--- src/rtl/rv32_muldiv_pkg.sv ---
// Shared definitions for the RV32M iterative multiply/divide unit:
// funct3 opcodes, FSM state encoding, word width and divide-by-zero quotient.
package rv32_muldiv_pkg;

  localparam int XLEN = 32;

  localparam logic [2:0] OP_MUL    = 3'd0;
  localparam logic [2:0] OP_MULH   = 3'd1;
  localparam logic [2:0] OP_MULHSU = 3'd2;
  localparam logic [2:0] OP_MULHU  = 3'd3;
  localparam logic [2:0] OP_DIV    = 3'd4;
  localparam logic [2:0] OP_DIVU   = 3'd5;
  localparam logic [2:0] OP_REM    = 3'd6;
  localparam logic [2:0] OP_REMU   = 3'd7;

  localparam logic [XLEN-1:0] DIV_ZERO_Q = 32'hFFFF_FFFF;

  typedef enum logic [1:0] {
    IDLE = 2'd0,
    CALC = 2'd1,
    FIX  = 2'd2,
    DONE = 2'd3
  } state_t;

endpackage

--- src/rtl/rv32_div_iter.sv ---
// Restoring divider datapath on operand magnitudes. One quotient bit per
// step; the parent sequences the steps and applies sign correction.
module rv32_div_iter #(
  parameter int XLEN = 32
) (
  input  logic            clk,
  input  logic            load,
  input  logic            step,
  input  logic [XLEN-1:0] dividend,
  input  logic [XLEN-1:0] divisor,
  output logic [XLEN-1:0] quo,
  output logic [XLEN-1:0] rem
);

  logic [XLEN-1:0] dvsr;
  logic [XLEN:0]   trial;
  logic [XLEN:0]   diff;

  // Trial subtraction of the divisor from the shifted partial remainder
  always_comb begin
    trial = {rem, quo[XLEN-1]};
    diff  = trial - {1'b0, dvsr};
  end

  // Load magnitudes, then shift in one quotient bit per step (restore on borrow)
  always_ff @(posedge clk) begin
    if (load) begin
      quo  <= dividend;
      rem  <= '0;
      dvsr <= divisor;
    end else if (step) begin
      if (!diff[XLEN]) begin
        rem <= diff[XLEN-1:0];
        quo <= {quo[XLEN-2:0], 1'b1};
      end else begin
        rem <= trial[XLEN-1:0];
        quo <= {quo[XLEN-2:0], 1'b0};
      end
    end
  end

endmodule

--- src/rtl/rv32_muldiv.sv ---
// RV32M iterative multiply/divide unit. Result drives the register-file
// write port (wb_wr/wb_rd/wb_data). Optional macro MULDIV_FAST_MUL_EN
// replaces the iterative multiply with a single-cycle product.
module rv32_muldiv #(
  parameter int XLEN  = rv32_muldiv_pkg::XLEN,
  parameter int CNT_W = 6
) (
  input  logic            clk,
  input  logic            rst,
  input  logic            start,
  input  logic [2:0]      op,
  input  logic [XLEN-1:0] rs1_val,
  input  logic [XLEN-1:0] rs2_val,
  input  logic [4:0]      rd_in,
  input  logic            flush,
  output logic            busy,
  output logic            done,
  output logic            wb_wr,
  output logic [4:0]      wb_rd,
  output logic [XLEN-1:0] wb_data
);
  import rv32_muldiv_pkg::*;

  function automatic logic [XLEN-1:0] cneg_w(input logic [XLEN-1:0] v, input logic n);
    return n ? -v : v;
  endfunction

  function automatic logic [2*XLEN-1:0] cneg_dw(input logic [2*XLEN-1:0] v, input logic n);
    return n ? -v : v;
  endfunction

  state_t           state;
  logic [CNT_W-1:0] cnt;
  logic [2:0]       op_q;
  logic             neg_q;
  logic [XLEN-1:0]  a_mag_q;
  logic [2*XLEN-1:0] acc;

  logic             a_neg, b_neg, neg_in;
  logic [XLEN-1:0]  a_mag_in, b_mag_in;
  logic             special, accept, div_step;
  logic [XLEN-1:0]  special_res, fix_res, quo, rem;
  logic [XLEN:0]    mul_sum;
  logic [2*XLEN-1:0] prod;

  assign busy   = (state != IDLE);
  assign wb_wr  = done && (wb_rd != 5'd0);
  assign accept = (state == IDLE) && start && !flush;

  // Operand decode on issue: signedness, magnitudes, result sign, special divides
  always_comb begin
    a_neg       = rs1_val[XLEN-1] & (op[2] ? ~op[0] : (op != OP_MULHU));
    b_neg       = rs2_val[XLEN-1] & (op[2] ? ~op[0] : ~op[1]);
    a_mag_in    = cneg_w(rs1_val, a_neg);
    b_mag_in    = cneg_w(rs2_val, b_neg);
    neg_in      = (op == OP_REM) ? a_neg : (a_neg ^ b_neg);
    special     = 1'b0;
    special_res = '0;
    if (op[2] && (rs2_val == '0)) begin
      special     = 1'b1;
      special_res = op[1] ? rs1_val : DIV_ZERO_Q;
    end else if ((op == OP_DIV || op == OP_REM) &&
                 (rs1_val == {1'b1, {(XLEN-1){1'b0}}}) && (rs2_val == '1)) begin
      special     = 1'b1;
      special_res = op[1] ? '0 : {1'b1, {(XLEN-1){1'b0}}};
    end
  end

  // Shift-add step and sign-corrected result selection
  always_comb begin
    mul_sum = {1'b0, acc[2*XLEN-1:XLEN]} + (acc[0] ? {1'b0, a_mag_q} : '0);
    prod    = cneg_dw(acc, neg_q);
    if (op_q[2])
      fix_res = op_q[1] ? cneg_w(rem, neg_q) : cneg_w(quo, neg_q);
    else
      fix_res = (op_q == OP_MUL) ? prod[XLEN-1:0] : prod[2*XLEN-1:XLEN];
  end

  assign div_step = (state == CALC) && op_q[2] && !flush;

  rv32_div_iter #(.XLEN(XLEN)) u_div (
    .clk      (clk),
    .load     (accept && op[2]),
    .step     (div_step),
    .dividend (a_mag_in),
    .divisor  (b_mag_in),
    .quo      (quo),
    .rem      (rem)
  );

  // Multiply datapath: load magnitudes on issue, accumulate one bit per CALC edge
  always_ff @(posedge clk) begin
    if (accept) begin
      a_mag_q <= a_mag_in;
`ifdef MULDIV_FAST_MUL_EN
      acc     <= (2*XLEN)'(a_mag_in) * (2*XLEN)'(b_mag_in);
`else
      acc     <= {{XLEN{1'b0}}, b_mag_in};
`endif
    end else if (state == CALC && !op_q[2]) begin
      acc <= {mul_sum, acc[XLEN-1:1]};
    end
  end

  // Control FSM with registered done/writeback outputs
  always_ff @(posedge clk) begin
    if (rst) begin
      state   <= IDLE;
      cnt     <= '0;
      done    <= 1'b0;
      wb_rd   <= '0;
      wb_data <= '0;
      op_q    <= OP_MUL;
      neg_q   <= 1'b0;
    end else begin
      done <= 1'b0;
      case (state)
        IDLE: begin
          if (accept) begin
            wb_rd <= rd_in;
            op_q  <= op;
            neg_q <= neg_in;
            cnt   <= '0;
            if (special) begin
              wb_data <= special_res;
              done    <= 1'b1;
              state   <= DONE;
            end
`ifdef MULDIV_FAST_MUL_EN
            else if (!op[2]) state <= FIX;
`endif
            else state <= CALC;
          end
        end
        CALC: begin
          if (flush) begin
            state <= IDLE;
          end else begin
            cnt <= cnt + CNT_W'(1);
            if (cnt == CNT_W'(XLEN-1)) state <= FIX;
          end
        end
        FIX: begin
          if (flush) begin
            state <= IDLE;
          end else begin
            wb_data <= fix_res;
            done    <= 1'b1;
            state   <= DONE;
          end
        end
        default: state <= IDLE;
      endcase
    end
  end

endmodule

--- config.mk ---
export PLATFORM = sky130hd
export DESIGN_NAME = rv32_muldiv
export DESIGN_NICKNAME = d
export VERILOG_FILES = /design/src/rtl/rv32_muldiv_pkg.sv /design/src/rtl/rv32_div_iter.sv /design/src/rtl/rv32_muldiv.sv
export SDC_FILE = /design/constraint.sdc
export NUM_CORES = 1
export LEC_CHECK = 0
export BUFFER_PORTS_ARGS = -buffer_cell sky130_fd_sc_hd__buf_2
export CORE_UTILIZATION = 39
export CTS_BUF_LIST = sky130_fd_sc_hd__clkbuf_4 sky130_fd_sc_hd__clkbuf_8 sky130_fd_sc_hd__clkbuf_16
export DETAILED_ROUTE_END_ITERATION = 10
export GPL_TIMING_DRIVEN = 0
export PLACE_DENSITY = 0.61
export SKIP_LAST_GASP = 1
export SYNTH_ARGS = -nofsm -noshare
export SYNTH_HDL_FRONTEND = slang
export SYNTH_SLANG_ARGS = --single-unit
--- constraint.sdc ---
create_clock -name clk -period 7.5 [get_ports clk]
set_input_delay 1.5 -clock clk [delete_from_list [all_inputs] [get_ports clk]]
set_output_delay 1.5 -clock clk [all_outputs]
set_load 0.1 [all_outputs]
==> run summary <==
Outcome = finished with violations
Failing checks = max-capacitance violations
Sequential Power Share = 38.6%
Antenna Violating Nets Remaining = 0
RSZ-0062 raised after global routing = no
GRT Util Overall = 31.5%
DP Cell Count = 2,901
Non-Filler Instances = 2,959
Area leader, netlist = edfxtp_1
Ranking of synthesized cells by area = edfxtp_1 21%, dfxtp_1 13%, nand2_1 6.2%
DP HPWL = 59,900 µm
Buffers on Ports = 114
Hold-fix buffers at CTS = 0
DRC Markers = 0
Drt wl/cell = 25.8 µm
CTS Buffer Depth = 3
VDD IR max = 0.000164 V
Avg Vias per Cell = 6.19
# IOs = 116
Critical Path AT = 6.05 ns
CTS Sinks = 242
Seq/Total Area, Yosys = 34.0%
Hold_sp = wb_rd[4]
Hold Path End = wb_rd[4]
Largest net degree at the start of global routing = 36
Rel. slew slack = 1.27%
First drt pass iteration count = 8
Pint = 0.00282 W
Hold_ws = 0.470 ns
Setup WS post-layout = 1.85 ns
Largest stage delay, worst path = 1.01 ns
CP max-delay cell = nor4_1
Most frequent cells after synthesis = 296 x nand2_1, 184 x o21ai_0, 156 x nor2_1
Wire length of the first global-routing pass = 110,000 µm
Rows = 78
Hold depth = 2
Antenna violations before repair = 1
Static leakage = 8.07 nW
Post-Syn Area = 18,000 µm²
Synth top area share = 21.3%
WS Path Type = in2reg
Pre-CTS setup slack = 1.47 ns
Synth Warn # = 0
Setup-violating endpoint count in the final report = 0
R2R setup slack = 2.30 ns
Yosys cell types = 74
Syn_area_per_cell = 8.25 µm²
Most numerous cell in the Yosys netlist = nand2_1
Vias = 18,300
Critical R2R Launch = neg_q
DIE AREA = 47,000 µm²
Reg2reg end = wb_data[3]
Pwr per Cell Area = 209 nW/µm²
Yosys reg bits = 242
Sw frac = 34.0%
R2R cell count = 9
Mapped Nets = 2,333
H-tree Lvls = 1
Worst hold path type = reg2reg
1st-iter DRT viols = 2,102
Cts bufs inserted = 30
Share of cells above drive strength 1 = 10.6%
Worst-Margin Slew = 1.46 ns
GRT overflow = 0
Synth Flop Type = edfxtp_1
Max Clock Skew = 0.0186 ns
Cts repair resizes = 0
TritonCTS clock tree = done
Power share of the clock group = 37.9%
Post-Syn Instances = 2,184
Starting Density = 39.6%
Worst path most repeated cell = clkbuf_1
Post-CTS Setup Inserts = 0
Post-Route WL = 76,200 µm
Net Sw Power = 0.00145 W
CORE AREA = 45,500 µm²
Critical path startpoint category = primary input
Fin. max-slew vios = 0
Endpoints failing hold = 0
Post-synth ARST share = 0%
Worst path cell trace = buf_2 > nor3_1 > nand2b_1 > nor4_1 > nand4_1 > o31ai_1 > a21o_1 > clkbuf_1 > clkbuf_1 > buf_1 > a41oi_1
Final Cycle Share = 75.3%
Layout Nets = 2,483
Crit. End Element = register
Chip Width = 217 µm
Post-synth EDFFs = 128
Comb power frac = 23.4%
Critical Path RT = 7.90 ns
Gpl congestion = 1.05
Die height = 217 µm
Crit-path max FO = 10
Design Power = 0.00427 W
Number of global-route vias before repair = 17,000
Root buf cell = clkbuf_16
Setup TNS = 0 ns
Min cycle time layout = 5.65 ns
Area Growth Syn to Fin = 13.8%
Clk pin slew, worst setup/hold paths = 0.06 ns
Max cap viols = 1
Worst skew pair latency = 0.59 ns
Max Fclk = 177 MHz
-- layout by cell type (no fill, tap or decap), types with 8 or more instances in the layout --
cell	netlist	routed
a211oi_1	16	16
a21o_1	25	25
a21oi_1	144	144
a311oi_1	12	12
a31oi_1	21	21
and2_1	50	50
and3_1	15	15
buf_2	4	119
clkbuf_1	104	102
clkbuf_16	0	31
dfxtp_1	114	114
edfxtp_1	128	128
ha_1	71	71
inv_1	70	69
mux2_2	33	33
mux2i_1	45	45
nand2_1	296	296
nand2b_1	25	25
nand3_1	40	40
nand4_1	28	28
nor2_1	156	156
nor2b_1	11	11
nor3_1	74	74
nor3b_1	9	9
nor4_1	23	23
o211ai_1	24	24
o21a_1	10	10
o21ai_0	184	184
o22ai_1	12	12
o31a_1	8	8
o31ai_1	35	35
o41ai_1	18	18
or2_2	23	23
or3_1	31	31
or4_1	23	23
xnor2_1	94	94
xor2_1	90	90
-- power by group through the flow --
stage	Combinational (W)	Sequential, W	Clock (W)
2_1_floorplan	0.000630	0.00163	0
3_3_place_gp	0.000951	0.00167	0
3_5_place_dp	0.000961	0.00167	0
4_1_cts	0.000966	0.00165	0.00163
5_1_grt	0.00108	0.00166	0.00168
6_report	0.00100	0.00165	0.00162
-- layout make-up --
type,instances,area [µm²]
Antenna cell,1,2.50
Buffer,114,435
Clock buffer,39,861
Clock inverter,17,228
Fill cell,4592,25000
Inverter,71,267
Multi-Input combinational cell,1757,11200
Sequential cell,242,6130
Tap cell,600,751
Timing Repair Buffer,118,643
-- critical path, delay by kind of cell --
family                 cells  cell delay (ns)
AOI/OAI and AO/OA          3             1.13
and+or+nand+nor            4             1.95
buffers and inverters      4             1.45
-- state kept, by name, summed over array words and instances (netlist names) --
register    cells
acc            64
a_mag_q        32
u_div.dvsr     32
u_div.quo      32
u_div.rem      32
wb_data        32
cnt             6
wb_rd           5
op_q            3
state           2
done            1
neg_q           1
-- through the flow --
stage / instance area, µm² / utilization, %
floorplan: 18000 / -
global placement: 19300 / 42.5
detailed placement: 19400 / 42.6
CTS: 20500 / 45.0
global route: 20500 / 45.1
finish: 20500 / 45.1
-- cells by family after synthesis --
logic type                 after synthesis  share of synthesized area (%)
buffers and inverters                  185                           3.88
AOI/OAI and AO/OA                      591                           20.8
adders and majority gates               73                           5.16
muxes                                   80                           4.82
and+or+nand+nor                        829                           22.4
DFF                                    242                           34.0
xor gates and xnor gates               184                           8.95
-- metal layers --
| metal | track usage [%] | vias up | share of wire [%] |
|---|---|---|---|
| li1 | - | 8322 | - |
| met1 | 43.7 | 8871 | 43 |
| met2 | 49.8 | 949 | 45 |
| met3 | 4.67 | 165 | 8.7 |
| met4 | 11.0 | 0 | 3.7 |
| met5 | 0 | - | 0 |
-- how the worst max path moves through the flow --
stage,start,end,slack [ns],depth (start not counted)
6_report,rs1_val[26],wb_data[23],1.85,11
5_1_grt,rs1_val[26],wb_data[14],1.63,12
4_1_cts,rs1_val[26],wb_data[23],2.06,11
3_5_place_dp,rs1_val[26],wb_data[23],1.47,11
3_3_place_gp,rs1_val[26],wb_data[15],1.53,11
2_1_floorplan,rs2_val[8],wb_data[15],3.37,10
(Power assumes the default switching activity.)
